<file path="src/rtl/clk_div_tdm.sv">
// clk_div_tdm: programmable synchronous clock divider with a time-division output mux.
//
// Produces a registered divided clock (clk_out) at clk / N_eff and registered single-cycle
// edge strobes. On each selected clk_out edge, the next of CHANNELS input words is loaded
// round-robin onto out. The divided clock is a data signal only; downstream logic should
// use rise_tick / fall_tick / out_valid as clock enables.
//
// Ports:
//   clk        in   system clock, all state changes on its rising edge
//   reset      in   synchronous active-high reset
//   enable     in   advance the divider when high, freeze all state when low
//   div_ratio  in   requested ratio N (0 and 1 behave as 2), sampled at period start
//   data_in    in   packed channels, channel k = data_in[k*DATA_W +: DATA_W]
//   clk_out    out  registered divided clock
//   rise_tick  out  pulse in the cycle clk_out has just become 1
//   fall_tick  out  pulse in the cycle clk_out has just become 0
//   out        out  registered selected channel word
//   chan_sel   out  index of the channel currently on out
//   out_valid  out  pulse in the cycle out has just been reloaded
module clk_div_tdm #(
  parameter int unsigned DATA_W    = 8,
  parameter int unsigned CHANNELS  = 2,
  parameter int unsigned DIV_W     = 8,
  parameter bit          EDGE_MODE = 1'b0,
  localparam int unsigned SelW     = (CHANNELS > 1) ? $clog2(CHANNELS) : 1
) (
  input  logic                       clk,
  input  logic                       reset,
  input  logic                       enable,
  input  logic [DIV_W-1:0]           div_ratio,
  input  logic [CHANNELS*DATA_W-1:0] data_in,
  output logic                       clk_out,
  output logic                       rise_tick,
  output logic                       fall_tick,
  output logic [DATA_W-1:0]          out,
  output logic [SelW-1:0]            chan_sel,
  output logic                       out_valid
);

  localparam logic [SelW-1:0] LastChan = SelW'(CHANNELS - 1);

  // Divider state
  logic [DIV_W-1:0] cnt_q, cnt_d;
  logic [DIV_W-1:0] n_eff_q, n_eff_d;
  logic [DIV_W-1:0] ratio_eff;
  logic [DIV_W:0]   half;     // H = ceil(N_eff/2), one bit wider so N_eff+1 cannot wrap
  logic [DIV_W:0]   cnt_inc;
  logic             wrap;
  logic             clk_out_d;
  logic             rise_d, fall_d;

  // Channel mux state
  logic [SelW-1:0]   ptr_q, ptr_d;
  logic [DATA_W-1:0] chan_data;
  logic              load;

  assign ratio_eff = (div_ratio < DIV_W'(2)) ? DIV_W'(2) : div_ratio;
  assign half      = ({1'b0, n_eff_q} + (DIV_W + 1)'(1)) >> 1;
  assign cnt_inc   = {1'b0, cnt_q} + (DIV_W + 1)'(1);
  assign wrap      = (cnt_q == (n_eff_q - DIV_W'(1)));

  // Next-state for counter, divided clock and the latched ratio. The ratio is only
  // re-sampled at the wrap, so a ratio change always takes effect on a period boundary.
  always_comb begin
    cnt_d     = cnt_q;
    n_eff_d   = n_eff_q;
    clk_out_d = clk_out;
    if (enable) begin
      if (wrap) begin
        cnt_d     = '0;
        clk_out_d = 1'b1;
        n_eff_d   = ratio_eff;
      end else begin
        cnt_d = cnt_inc[DIV_W-1:0];
        if (cnt_inc == half) begin
          clk_out_d = 1'b0;
        end
      end
    end
  end

  // Strobes reflect actual transitions only; during the first period after reset the
  // high-to-low point is reached while clk_out is already 0, which yields no fall.
  assign rise_d = clk_out_d & ~clk_out;
  assign fall_d = ~clk_out_d & clk_out;
  assign load   = rise_d | (EDGE_MODE & fall_d);

  always_comb begin
    ptr_d = ptr_q;
    if (load) begin
      ptr_d = (ptr_q == LastChan) ? '0 : ptr_q + SelW'(1);
    end
  end

  // Explicit compare mux keeps the selection in range for non-power-of-two channel counts.
  always_comb begin
    chan_data = '0;
    for (int unsigned k = 0; k < CHANNELS; k++) begin
      if (ptr_q == SelW'(k)) begin
        chan_data = data_in[k*DATA_W +: DATA_W];
      end
    end
  end

  always_ff @(posedge clk) begin
    if (reset) begin
      cnt_q     <= '0;
      n_eff_q   <= ratio_eff;
      clk_out   <= 1'b0;
      rise_tick <= 1'b0;
      fall_tick <= 1'b0;
      ptr_q     <= '0;
      out       <= '0;
      chan_sel  <= '0;
      out_valid <= 1'b0;
    end else begin
      cnt_q     <= cnt_d;
      n_eff_q   <= n_eff_d;
      clk_out   <= clk_out_d;
      rise_tick <= rise_d;
      fall_tick <= fall_d;
      ptr_q     <= ptr_d;
      out_valid <= load;
      if (load) begin
        out      <= chan_data;
        chan_sel <= ptr_q;
      end
    end
  end

endmodule

</file>
<file path="config.mk">
export PLATFORM = sky130hd
export DESIGN_NAME = clk_div_tdm
export DESIGN_NICKNAME = d
export VERILOG_FILES = /design/src/rtl/clk_div_tdm.sv
export SDC_FILE = /design/constraint.sdc
export NUM_CORES = 1
export LEC_CHECK = 0
export ABC_CLOCK_PERIOD_IN_PS = 3630
export BUFFER_PORTS_ARGS = -buffer_cell sky130_fd_sc_hd__buf_4
export CAP_MARGIN = 5
export CORE_UTILIZATION = 42
export CTS_CLUSTER_DIAMETER = 200
export CTS_CLUSTER_SIZE = 28
export DETAILED_ROUTE_END_ITERATION = 16
export GPL_TIMING_DRIVEN = 0
export PLACE_DENSITY_LB_ADDON = 0.1
export SYNTH_ARGS = -nofsm -noshare
export SYNTH_HDL_FRONTEND = slang
export SYNTH_SLANG_ARGS = --single-unit
</file>
<file path="constraint.sdc">
create_clock -name clk -period 3.63 [get_ports clk]
set_clock_uncertainty 0.15 [all_clocks]
set_input_delay 0.726 -clock clk [delete_from_list [all_inputs] [get_ports clk]]
set_output_delay 0.726 -clock clk [all_outputs]
set_load 0.005 [all_outputs]
</file>
==> run metrics <==
Clock Latency Late Sink=280 ps; final hold violations=0; CTS tree=done; DR pass1 iterations=4; grt ovf=0; final worst path period share=0.760; Post-CTS Hold Buffers=0; Wirelength per Cell=~13 um; fmax=0.362 GHz; Global Route Usage Sum=0.185; Antenna Cells=0; Post-DP HPWL=2970 um; CP required=~3500 ps; syn_nets=roughly 220; Nets=263; Mapped Area=1770 um^2; initial antenna violation count=0; Port Buffers=38; total negative setup slack=0 ps; pin count of the biggest net entering global routing=11; top cells by area, synth=dfxtp_1 24%, edfxtp_1 14%, xnor2_1 11%; worst-margin pin slew=645 ps; WS Path Type=register to register; Ys Warns=0; drc violations=0; via count=~1.4k; DR iter-0 viols=51; PostCTS Resize Cnt=0; Synth area leader=dfxtp_1; Hold Crit Class=register to register; WP data arrival=around 2600 ps; unrepaired setup endpoints after global routing=no; Lkg Pwr=0.866 nW; first-pass GRT wire length=approximately 6200 um; fin cells=284; share of the synthesized area in the top cell type=0.237; VDD IR-drop max=0.000188 V; pwr dens=356 nW/um^2; outcome=complete, no violations; vias in the first global route=approximately 1.4k; CP endpoint kind=register; CTS HTree Levels=2; footprint of the multi-input gates=1000 um^2; layout filler cell count=a little under 400; Worst slew margin=0.566; fin crit period=2760 ps; num ports=40; Area Overhead vs Synth=26.4%; clock buffer count from CTS=5; final RePlAce weighted congestion=0.804; sequential fraction of the synthesis area=0.372; dpl cells=276; Synth cell types=46; share of cells above drive strength 1=0.274; clk buf depth=2; Max-cap violations=0; Post-CTS Setup Inserts=0; crit path max fanout=7; count of final setup violators=0; Slew Viols, Final=0; Sink Count=29; Clock Tree Root=clkbuf_8; crit path launch type=register; Initial Utilization=0.440; Yosys reg bits=29; Die X-Extent=67.0 um; CTS clk-pin slew, worst paths=around 60 ps; EDFF count, synth=8; Rows=23; predominant post-synthesis flop cell=dfxtp_1; DRT Wirelength=3700 um; Die Span Y=67.0 um; Post-synth ARST share=0; DRT antenna net count=0; Die ar.=around 4500 um^2; Post-Syn Instances=around 190; Core ar.=4030 um^2; vias per cell=5.08; Register Area=about 660 um^2; synthesized area per cell=9.49 um^2
[state kept, by name (all words and copies together), names as in the netlist]
register	cells
cnt_q	8
clk_out	1
fall_tick	1
chan_sel	1
out	8
out_valid	1
ptr_q	1
n_eff_q	8
[path summary, 6_finish.rpt]
path | startpoint | to | slack, ps | cells past startpoint
min | out[4] | out[4] | 350 | 2
max reg2reg | n_eff_q[0] | n_eff_q[6] | 870 | 7
max | n_eff_q[0] | n_eff_q[6] | 870 | 7
min reg2reg | out[4] | out[4] | 350 | 2
[per-stage QoR]
stage | cell area, um^2 | power, mW | hold slack [ps] | util | worst slack (ps)
5_1_grt | 2240 | 0.836 | 366 | 0.557 | 559
3_5_place_dp | 2130 | 0.465 | 343 | 0.528 | 850
3_3_place_gp | 2120 | 0.461 | 334 | 0.527 | 527
6_report | 2240 | 0.798 | 352 | 0.557 | 871
2_1_floorplan | 1770 | 0.427 | 335 | - | 930
4_1_cts | 2240 | 0.811 | 356 | 0.557 | 826
[layout make-up]
type / count / share of cell area
Sequential cell: 29 / 0.294
Clock inverter: 1 / 0.0134
Inverter: 6 / 0.0100
Tap cell: 50 / 0.0279
Buffer: 17 / 0.0396
Multi-Input combinational cell: 135 / 0.447
Timing Repair Buffer: 39 / 0.129
Clock buffer: 7 / 0.0385
[kinds of logic after synthesis]
group	count (synthesis)	synth area share
AO/OA/AOI/OAI	28	0.112
XOR/XNOR	33	0.171
adder cells (fa/ha/maj)	3	0.0212
buffers and inverters	23	0.0628
flip-flops	29	0.372
multiplexers	10	0.0564
AND/OR/NAND/NOR	61	0.204
[worst max-delay path, stage by stage (launching register included)]
cell and delay (ps):
edfxtp_1 470, inv_1 90, ha_1 200, nor3b_1 260, xnor2_1 180, nand4_1 210, o31ai_1 590, buf_2 310
[layer usage]
metal	wire, um	share of wire	vias up	GRT usage
met3	131	0.035	7	0.0445
met4	61	0.017	0	0.0824
met5	0	0	-	0
li1	-	-	742	-
met1	1650	0.45	667	0.221
met2	1850	0.50	26	0.309
[report_power, final]
group          internal [mW]  switching [mW]
Sequential             0.342         0.00976
Clock                  0.223           0.118
Combinational         0.0566          0.0491
[Yosys cell counts (2+ instances only)]
master and count:
a211oi_1 8, a21oi_1 5, a22o_1 4, and3_1 4, buf_2 4, buf_4 3
clkbuf_1 7, dfxtp_1 21, edfxtp_1 8, ha_1 3, inv_1 6, mux2i_1 10
nand2_1 6, nand3_1 8, nand4_1 2, nor2_1 18, nor3_1 3, nor3_2 2
nor3b_1 2, nor4_1 2, o21ai_0 3, or3_1 2, or4_1 3, xnor2_1 23
xnor2_2 2, xor2_1 8
[placed cells by master (no fill, tap or decap), types with 2 or more instances in the layout]
cell type   n
nor4_1      2
edfxtp_1    8
nor3_2      2
or4_1       3
o21ai_0     3
or3_1       2
a21oi_1     5
mux2i_1    10
nand4_1     2
buf_2       5
nor2_1     18
buf_4      41
a211oi_1    8
ha_1        3
clkbuf_1    8
xnor2_1    23
nor3_1      3
inv_1       6
nand3_1     8
and3_1      4
xnor2_2     2
clkbuf_8    6
nor3b_1     2
a22o_1      4
nand2_1     6
dfxtp_1    21
xor2_1      8
No activity file was read; power rests on OpenSTA's default activity.
